## src/rtl/seq_decoder.sv

```systemverilog
// Instruction decoder/control unit: opcode decode, SW8 synchroniser/debouncer,
// multi-cycle multiply stall FSM and sticky illegal-opcode flag.
package cpuConfig;
    typedef enum logic [5:0] {
        OP_LDI   = 6'd0,
        OP_LDS   = 6'd1,
        OP_ADD   = 6'd2,
        OP_ADDI  = 6'd3,
        OP_WAIT0 = 6'd4,
        OP_WAIT1 = 6'd5,
        OP_MUL   = 6'd6,
        OP_MULI  = 6'd7
    } opCode_t;

    typedef enum logic [1:0] {
        ALU_A   = 2'd0,
        ALU_B   = 2'd1,
        ALU_ADD = 2'd2,
        ALU_MUL = 2'd3
    } aluFunc_t;
endpackage

module seq_decoder #(
    parameter int O_SIZE          = 6,
    parameter int SYNC_STAGES     = 2,
    parameter int DEBOUNCE_CYCLES = 4,
    parameter int MUL_CYCLES      = 2
) (
    input  logic              clk,
    input  logic              reset,
    input  logic [O_SIZE-1:0] opCode,
    input  logic              demoSwitch,
    output logic [1:0]        aluFunc,
    output logic              aluImmediate,
    output logic              immSwitches,
    output logic              pcInc,
    output logic              writeReg,
    output logic              busy,
    output logic              illegalOp
);
    import cpuConfig::*;

    localparam int CNT_W = (MUL_CYCLES > 1) ? $clog2(MUL_CYCLES) : 1;
    localparam int DB_W  = $clog2(DEBOUNCE_CYCLES + 1);
    localparam logic [CNT_W-1:0] CNT_LOAD = CNT_W'((MUL_CYCLES > 1) ? MUL_CYCLES - 2 : 0);
    localparam logic [DB_W-1:0]  DB_LAST  = DB_W'(DEBOUNCE_CYCLES - 1);

    typedef enum logic {IDLE, MUL_BUSY} state_t;

    state_t                 state;
    logic [CNT_W-1:0]       cnt;
    logic [SYNC_STAGES-1:0] sync_q;
    logic                   sw_sync;
    logic                   sw_db;
    logic [DB_W-1:0]        db_cnt;

    aluFunc_t fn;
    logic     imm, isw, pc, wr, bsy, is_mul, illegal;

    assign sw_sync      = sync_q[SYNC_STAGES-1];
    assign aluFunc      = fn;
    assign aluImmediate = imm;
    assign immSwitches  = isw;
    assign pcInc        = pc;
    assign writeReg     = wr;
    assign busy         = bsy;

    always_comb begin
        fn      = ALU_A;
        imm     = 1'b0;
        isw     = 1'b0;
        pc      = 1'b1;
        wr      = 1'b1;
        bsy     = 1'b0;
        is_mul  = 1'b0;
        illegal = 1'b0;
        case (opCode)
            O_SIZE'(OP_LDI):   begin fn = ALU_B; imm = 1'b1; end
            O_SIZE'(OP_LDS):   begin fn = ALU_B; imm = 1'b1; isw = 1'b1; pc = sw_db; end
            O_SIZE'(OP_ADD):   fn = ALU_ADD;
            O_SIZE'(OP_ADDI):  begin fn = ALU_ADD; imm = 1'b1; end
            O_SIZE'(OP_WAIT0): pc = ~sw_db;
            O_SIZE'(OP_WAIT1): pc = sw_db;
            O_SIZE'(OP_MUL):   begin fn = ALU_MUL; is_mul = 1'b1; end
            O_SIZE'(OP_MULI):  begin fn = ALU_MUL; imm = 1'b1; is_mul = 1'b1; end
            default:           begin wr = 1'b0; illegal = 1'b1; end
        endcase
        // Stall every multiply cycle except the last; the final cycle keeps the default write/advance.
        if (state == MUL_BUSY) begin
            if (cnt != '0) begin
                pc  = 1'b0;
                wr  = 1'b0;
                bsy = 1'b1;
            end
        end else if (is_mul && (MUL_CYCLES > 1)) begin
            pc  = 1'b0;
            wr  = 1'b0;
            bsy = 1'b1;
        end
        if (reset) begin
            fn  = ALU_A;
            imm = 1'b0;
            isw = 1'b0;
            pc  = 1'b0;
            wr  = 1'b0;
            bsy = 1'b0;
        end
    end

    always_ff @(posedge clk) begin
        if (reset) begin
            state     <= IDLE;
            cnt       <= '0;
            sync_q    <= '0;
            sw_db     <= 1'b0;
            db_cnt    <= '0;
            illegalOp <= 1'b0;
        end else begin
            sync_q    <= {sync_q[SYNC_STAGES-2:0], demoSwitch};
            illegalOp <= illegalOp | illegal;

            if (sw_sync == sw_db) begin
                db_cnt <= '0;
            end else if (db_cnt >= DB_LAST) begin
                sw_db  <= sw_sync;
                db_cnt <= '0;
            end else begin
                db_cnt <= db_cnt + DB_W'(1);
            end

            case (state)
                IDLE: begin
                    if (is_mul && (MUL_CYCLES > 1)) begin
                        state <= MUL_BUSY;
                        cnt   <= CNT_LOAD;
                    end
                end
                MUL_BUSY: begin
                    if (cnt != '0) begin
                        cnt <= cnt - CNT_W'(1);
                    end else begin
                        state <= IDLE;
                    end
                end
                default: state <= IDLE;
            endcase
        end
    end
endmodule

```

## config.mk

```make
export PLATFORM = sky130hd
export DESIGN_NAME = seq_decoder
export DESIGN_NICKNAME = d
export VERILOG_FILES = /design/src/rtl/seq_decoder.sv
export SDC_FILE = /design/constraint.sdc
export NUM_CORES = 1
export LEC_CHECK = 0
export BUFFER_PORTS_ARGS = -buffer_cell sky130_fd_sc_hd__buf_4
export CAP_MARGIN = 20
export CELL_PAD_IN_SITES_DETAIL_PLACEMENT = 0
export CELL_PAD_IN_SITES_GLOBAL_PLACEMENT = 2
export CORE_MARGIN = 3
export CORE_UTILIZATION = 23
export CTS_CLUSTER_DIAMETER = 30
export DETAILED_ROUTE_END_ITERATION = 16
export GPL_TIMING_DRIVEN = 1
export PLACE_DENSITY = 0.72
export SYNTH_ARGS = -nofsm -noshare
export SYNTH_HDL_FRONTEND = slang
export SYNTH_SLANG_ARGS = --single-unit
```

## constraint.sdc

```tcl
create_clock -name clk -period 2 [get_ports clk]
set_clock_uncertainty 0.05 [all_clocks]
set_input_delay 0.4 -clock clk [delete_from_list [all_inputs] [get_ports clk]]
set_output_delay 0.4 -clock clk [all_outputs]
set_load 0.005 [all_outputs]
```

# Yosys cells after proc, flatten, opt, wreduce, memory -nomap -nowiden
# Cells that the tools add are included.
classes:
  addsub: 2
  order_cmp: 1
  n_eq_ne: 9
  n_mux: 26
  bitwise: 4
  n_reduce_logical: 9
ops:
  columns: ["operator", "n"]
  rows:
  - ["6-bit by 3-bit equality test with 1-bit output, second input constant", 4]
  - ["1-bit 2-to-1 mux", 21]
  - ["6-bit by 2-bit equality test with 1-bit output, second input constant", 2]
  - ["2-bit OR reduction", 4]
  - ["8-bit OR reduction", 1]
  - ["6-bit by 1-bit equality test with 1-bit output, second input constant", 1]
  - ["6-bit logical NOT", 1]
  - ["1-bit one-hot mux with 2 select lines", 3]
  - ["2-bit one-hot mux with 3 select lines", 1]
  - ["4-bit OR reduction", 1]
  - ["3-bit by 1-bit adder with 3-bit output, second input constant", 1]
  - ["3-bit by 2-bit greater-or-equal comparator with 1-bit output, second input constant", 1]
  - ["1-bit NOT", 3]
  - ["3-bit OR reduction", 1]
  - ["2-bit 2-to-1 mux", 1]
  - ["2-bit inequality test, second input constant", 1]
  - ["2-bit AND reduction", 1]
  - ["1-bit equality test", 1]
  - ["1-bit OR", 1]
  - ["1-bit subtractor, second input constant", 1]
word_totals:
  register_bits: 9
  in_bits: 9
  elab_cells: 57

# Longest topological paths before layout
# Gate-level depths: netlist of the first run.
depth:
  depth_word: 6
  depth_mapped: 5
  ltp_nobuf: 5

# Worst setup path after synthesis of the first run
# OpenSTA, ideal clock, no wires.
synth_timing:
  kind: "in2out"
  start: "in opCode[3]"
  end: "out writeReg"
  arrival_time_ns: 1.317
  setup_slack_ns: 0.233
  stages: 4
  path_buffers: 1
  cell_sequence: "or3_4 or2_0 buf_2 o21ba_4"
synth_between:
  elab_chain_cells: 6
  elab_cells_between_ends: 16
  classes_between: "eq/ne: 7; mux: 6; reduce/logical: 3"
synth_lines:
  columns: ["item", "line_no", "text"]
  rows:
  - ["from (decl)", "31", "input logic [O_SIZE-1:0] opCode,"]
  - ["6-bit by 3-bit equality test with 1-bit output (tied with other cells)", "77", "case (opCode)"]
  - ["8-bit OR reduction (no line) or 2-bit OR reduction (tied branches)", null, null]
  - ["1-bit 2-to-1 mux", "77", null]
  - ["1-bit 2-to-1 mux, on equally long branches", "95, 90", null]
  - ["1-bit 2-to-1 mux *", "89", "if (state == MUL_BUSY) begin"]
  - ["1-bit 2-to-1 mux *", "100", "if (reset) begin"]
  - ["to (decl)", "37", "output logic writeReg,"]
# Mark *: on every way between the ends. The rest lies on a longest branch, timed or not.

# Worst setup path after layout of the first run
layout_timing:
  start: "in opCode[3]"
  end: "out busy"
layout_between:
  elab_chain_cells: 6
  elab_cells_between_ends: 7
  classes_between: "eq/ne: 2; mux: 4; reduce/logical: 1"
layout_lines:
  columns: ["item", "line_no", "text"]
  rows:
  - ["6-bit by 3-bit equality test with 1-bit output", "77", null]
  - ["2-bit OR reduction (no line) *", null, null]
  - ["1-bit 2-to-1 mux *", "77", null]
  - ["1-bit 2-to-1 mux *", "95", "end else if (is_mul && (MUL_CYCLES > 1)) begin"]
  - ["1-bit 2-to-1 mux *", "89", null]
  - ["1-bit 2-to-1 mux *", "100", null]
  - ["to (decl)", "38", "output logic busy,"]
# Marks and branches as above.

==> results of run 1 <==
==> metrics by stage <==
| stage | utilization | setup TNS, ns |
|---|---|---|
| 2_1_floorplan | - | 0 |
| 3_3_place_gp | 0.347 | -0.00246 |
| 3_5_place_dp | 0.347 | -0.0684 |
| 4_1_cts | 0.362 | 0 |
| 5_1_grt | 0.364 | 0 |
| 6_report | 0.364 | 0 |
==> cells by family after synthesis <==
logic type               share of synthesized area
flip-flops                                   0.416
multiplexers                                0.0260
adder cells (fa/ha/maj)                     0.0649
buffers and inverters                       0.0422
AO/OA/AOI/OAI                                0.104
XOR/XNOR                                    0.0455
AND/OR/NAND/NOR                              0.302
==> flip-flops by register name, summed over array words and instances, names as in the netlist <==
signal	count
sync_q	2
sw_db	1
illegalOp	1
state	1
db_cnt	3
==> repair_timing <==
action	in CTS	in global routing
setup endpoints to repair	2	2
buffers inserted	0	0
resized for setup	1	1
==> metal layers <==
layer	track usage	vias up	part of all wire
met5	0	-	0
met4	0.0331	0	0
met3	0.0575	0	0.058
met2	0.106	9	0.52
met1	0.0820	150	0.42
li1	-	188	-
==> final timing paths <==
path	start	end	slack, ns
setup reg to reg	db_cnt[0]$_SDFF_PP0_	db_cnt[2]$_SDFF_PP0_	0.42
hold reg to reg	sync_q[0]$_SDFF_PP0_	sync_q[1]$_SDFF_PP0_	0.39
setup / recovery	opCode[3]	busy	0.07
hold / removal	demoSwitch	sync_q[0]$_SDFF_PP0_	0.32
==> cells in the final DEF (no fill, tap or decap), drive strengths merged, types with 2 or more instances in the layout <==
master  Yosys  final
buf         1     18
nor2       11     11
dfxtp       8      8
inv         3      3
a21oi       3      3
clkbuf      0      3
nand2b      2      2
nor3        2      2
nor2b       2      2
ha          2      2
or3         2      2
==> where the power goes <==
group | switching [W] | internal, W | leakage [nW]
clock network | 0.0000496 | 0.0000683 | 0.0138
registers | 0.00000176 | 0.000164 | 0.0653
logic | 0.0000178 | 0.0000257 | 0.182
==> layout make-up <==
class	count	share of cell area
repair buffers	18	0.241
inverters	3	0.0201
well taps	16	0.0357
clock buffers	3	0.0402
multi-input cells	33	0.377
flip-flops and latches	8	0.286
==> metrics.cfg, run 1 <==
[status]
outcome = complete, no violations

[layout]
diodes = 0
area_delta_synth_final_pct = 45.5
fin_nets = 78
register_area_um2 = 160
multiInputGateArea_um2 = 211
n_fill_cell = 162
drive_gt1_frac = 0.369
fin_area_um2 = 561
instances_no_fill = 81

[sta]
grt_setup_unrepaired = no
min_period_over_period = 0.963
finalSetupViolations = 0
hold_viol = 0
setup_slack_ns = 0.0743
min_period_ns = 1.93
slew_headroom = 0.885
worstMarginPinSlew_ns = 0.171
slew_violations = 0
holdWs_ns = 0.316
fmax_mhz = 519

[clock_network]
clock_path_buffers = 2
hold_buffers = 0
cts_root_buffer = clkbuf_4
cts_tree = yes
cts_sinks = 8
clk_pin_slew_ns = 0.05
cts_max_level = 1
cts_made_buffers = 3
clk_latency_ns = 0.25

[synth]
synthCells = 45
yosys.area.top_type = dfxtp_1
ys_seq_area_frac = 0.416
synth_top_area_share = 0.416
synthMostInstantiatedCell = nor2_1
synth_warnings = 0
ys.flop_type = dfxtp_1
synthDistinctLibCells = 20
syn_area_per_cell_um2 = 8.56
syn_nets = 56
syn_area_um2 = 385
synthArstFlopShare = 0
yosys_register_bits = 8
synth_edf_count = 0
yosys-top-cells-count = nor2_1 (11), dfxtp_1 (8), a21oi_1 (3), inv_1 (3)
ys_top_cells_by_area = dfxtp_1 (42%), nor2_1 (11%), ha_1 (6.5%)

[grt]
globalRouteOverflowTotal = 0
grt_pass1_wl_um = 1080
antenna_found_initial = 0
grt_pass1_vias = 286
grt_max_degree = 8
grt_usage = 0.0744

[hold_path]
hp-class = primary input to flop
hold_depth = 2

[place]
place_hpwl_um = 613
placed_area_um2 = 536
port_buffers = 16
place_inst = 78
place.gp.congestion = 0.601
dpl_worst_slack_ns = -0.0395

[critical_path]
rr_worst_depth = 5
crit_chain = buf_4, or3_4, or2_4, nor3_1, buf_4
worstSetupStartpointType = primary input
cp_common_cell = buf_4
critPathMaxStageDelay_ns = 0.37
arrival_ns = 1.48
cp.depth = 5
end_kind = primary output
path_class = primary input to primary output
cp_num_buf_inv = 2
cpLargestDelayFamily = simple AND/OR/NAND/NOR gates
cp_slowest_cell = or3_4
worstPathMaxFanout = 7
worstPathRequired_ns = 1.55

[route]
viasPerCell = 4.28
wl_um = 719
drt.antenna.violating_nets = 0
vias = 347
wire_per_inst_um = 8.88
dr.pass1.iters = 1
remaining_drc_errors = 0
drtIter0Drc = 0

[floorplan]
initial_core_util = 0.250
fp.dieArea_mm2 = 0.00220
design.core.area_mm2 = 0.00154
die-width_um = 46.9
std_cell_rows = 14
io_pins = 17
die_y_um = 46.9

[pwr]
power_w = 0.000327
powerDensity_mw_per_mm2 = 583
p_leak_nw = 0.261
ir_drop_v = 0.000314

[run]
cap_violations = 0

Power figures use the tool's default switching activity.
==> run 2: changes to the inputs <==
PLACE_DENSITY = default   (was 0.72)
PLACE_DENSITY_LB_ADDON = 0.1   (was default)
SKIP_CTS_REPAIR_TIMING = 1   (was default)
==> run 2 against run 1 <==
  * Die area is the same
  * Sequential power is essentially flat
  * Worst setup slack gained 0.016 ns
  * Cell area grew 0.89%
  * Total power grew 0.28%
  * Sequential share of layout area shrank 0.25 points
  * Core utilization grew 0.32 points
  * Largest cell class unchanged
  * Largest power group unchanged
==> metrics.cfg, run 2 (synthesis gave the netlist of run 1 again) <==
[pwr]
power_w = 0.000328  ; was 0.000327 W
ir_drop_v = 0.000274  ; was 0.000314 V
p_leak_nw = 0.261  ; about the same
power_frac_comb = 0.135  ; was 0.133
p_seq_frac = 0.505  ; was 0.506
p_clk_frac = 0.360  ; was 0.361
switchingPower_w = 0.0000700  ; was 0.0000691 W
internal-power_w = 0.000258  ; unchanged
powerDensity_mw_per_mm2 = 580  ; was 583 mW/mm²
swShare = 0.214  ; was 0.212

[sta]
worstMarginPinSlew_ns = 0.189  ; was 0.171 ns
min_period_over_period = 0.955  ; was 0.963
slew_headroom = 0.874  ; was 0.885
grt_setup_unrepaired = no  ; unchanged
hold_viol = 0  ; unchanged
setup_slack_ns = 0.0905  ; was 0.0743 ns
min_period_ns = 1.91  ; was 1.93 ns
finalSetupViolations = 0  ; unchanged
slew_violations = 0  ; unchanged
fmax_mhz = 524  ; was 519 MHz

[clock_network]
cts_max_level = 1  ; unchanged
clock_path_buffers = 2  ; unchanged
cts_made_buffers = 3  ; unchanged
clk_latency_ns = 0.24  ; was 0.25 ns
clk_pin_slew_ns = 0.05  ; about the same
cts_sinks = 8  ; unchanged
cts_root_buffer = clkbuf_4  ; unchanged
cts_tree = yes  ; unchanged

[layout]
largest_registers = db_cnt: 3 flops, sync_q: 2 flops  ; unchanged
n_fill_cell = 164  ; was 162
register_area_um2 = 160  ; unchanged
utilization = 0.367  ; was 0.364
diodes = 0  ; unchanged
final_common_cell = buf_4  ; unchanged
area_delta_synth_final_pct = 46.8  ; was 45.5%
multiInputGateArea_um2 = 216  ; was 211 µm²
largest_register_ff_count = 3  ; unchanged
fin_nets = 78  ; unchanged
drive_gt1_frac = 0.385  ; was 0.369
largest-register = db_cnt  ; unchanged
layout_common_cells = buf_4 (18), nor2_1 (11), dfxtp_1 (8)  ; unchanged

[critical_path]
crit_chain = buf_4, or3_4, or2_4, o21ba_4, buf_4  ; was buf_4, or3_4, or2_4, nor3_1, buf_4
arrival_ns = 1.46  ; was 1.48 ns
worstSetupStartpointType = primary input  ; unchanged
cpLargestDelayFamily = simple AND/OR/NAND/NOR gates  ; unchanged
critPathMaxStageDelay_ns = 0.37  ; about the same
worstPathMaxFanout = 7  ; unchanged
r2r_end = db_cnt[1]$_SDFF_PP0_  ; was db_cnt[2]$_SDFF_PP0_
rr_worst_depth = 5  ; unchanged
end_kind = primary output  ; unchanged
cp_common_cell = buf_4  ; unchanged
r2r_slack_ns = 0.40  ; was 0.42 ns
r2r_start = db_cnt[0]$_SDFF_PP0_  ; unchanged
cp_num_buf_inv = 2  ; unchanged
path_class = primary input to primary output  ; unchanged
worstPathRequired_ns = 1.55  ; about the same
cp_slowest_cell = or3_4  ; unchanged

[place]
dpl_worst_slack_ns = -0.0305  ; was -0.0395 ns
place.gp.congestion = 0.607  ; was 0.601
port_buffers = 16  ; unchanged

[floorplan]
fp.dieArea_mm2 = 0.00220  ; unchanged
die_y_um = 46.9  ; unchanged
std_cell_rows = 14  ; unchanged
die-width_um = 46.9  ; unchanged
design.core.area_mm2 = 0.00154  ; unchanged
io_pins = 17  ; unchanged
initial_core_util = 0.250  ; unchanged

[route]
wire_per_inst_um = 9.38  ; was 8.88 µm
drtIter0Drc = 4  ; was 0
dr.pass1.iters = 2  ; was 1
wl_um = 760  ; was 719 µm
vias = 337  ; was 347
viasPerCell = 4.16  ; was 4.28
drt.antenna.violating_nets = 0  ; unchanged
remaining_drc_errors = 0  ; unchanged

[run]
cap_violations = 0  ; unchanged

[hold_path]
min_delay_worst_endpoint = sync_q[1]$_SDFF_PP0_  ; was sync_q[0]$_SDFF_PP0_
hp-class = primary input to flop  ; unchanged
hold_start = reset  ; was demoSwitch
hold_depth = 2  ; unchanged

[grt]
grt_max_degree = 8  ; unchanged
grt_pass1_wl_um = 1210  ; was 1080 µm
grt_usage = 0.0845  ; was 0.0744
antenna_found_initial = 0  ; unchanged
globalRouteOverflowTotal = 0  ; unchanged
grt_pass1_vias = 292  ; was 286

[status]
outcome = complete, no violations  ; unchanged

-- run 2: per-layer routing --
metal  routed length [µm]  up-vias  global-route usage
met2                  364        9               0.119
met1                  335      136              0.0934
met5                    0        -                   0
met3                   50        2              0.0575
met4                    8        0              0.0497
li1                     -      190                   -
-- run 2: power by group through the flow --
stage          logic [W]  clock network, W  registers (W)
5_1_grt        0.0000494          0.000138       0.000166
3_5_place_dp   0.0000438                 0       0.000169
3_3_place_gp   0.0000443                 0       0.000169
4_1_cts        0.0000439          0.000125       0.000165
2_1_floorplan  0.0000170                 0       0.000169
6_report       0.0000443          0.000118       0.000165
-- run 2: metrics by stage --
step	area, µm²	setup TNS (ns)	cells	hold WS, ns
finish	566	0	81	0.314
global route	566	0	81	0.309
CTS	558	-0.0547	81	0.303
detailed placement	536	-0.0476	78	0.377
global placement	536	-0.0436	78	0.370
floorplan	385	0	45	0.364
-- run 2: how the worst max path moves through the flow --
stage	cells after the start	from	end
floorplan	4	opCode[3]	writeReg
global placement	5	opCode[3]	busy
detailed placement	5	opCode[3]	busy
CTS	5	opCode[3]	busy
global route	5	opCode[3]	writeReg
finish	5	opCode[3]	writeReg
-- run 2: layout make-up --
class / count / share of cell area
Timing Repair Buffer: 18 / 0.239
Inverter: 3 / 0.0199
Clock buffer: 3 / 0.0398
Multi-Input combinational cell: 33 / 0.383
Tap cell: 16 / 0.0354
Sequential cell: 8 / 0.283
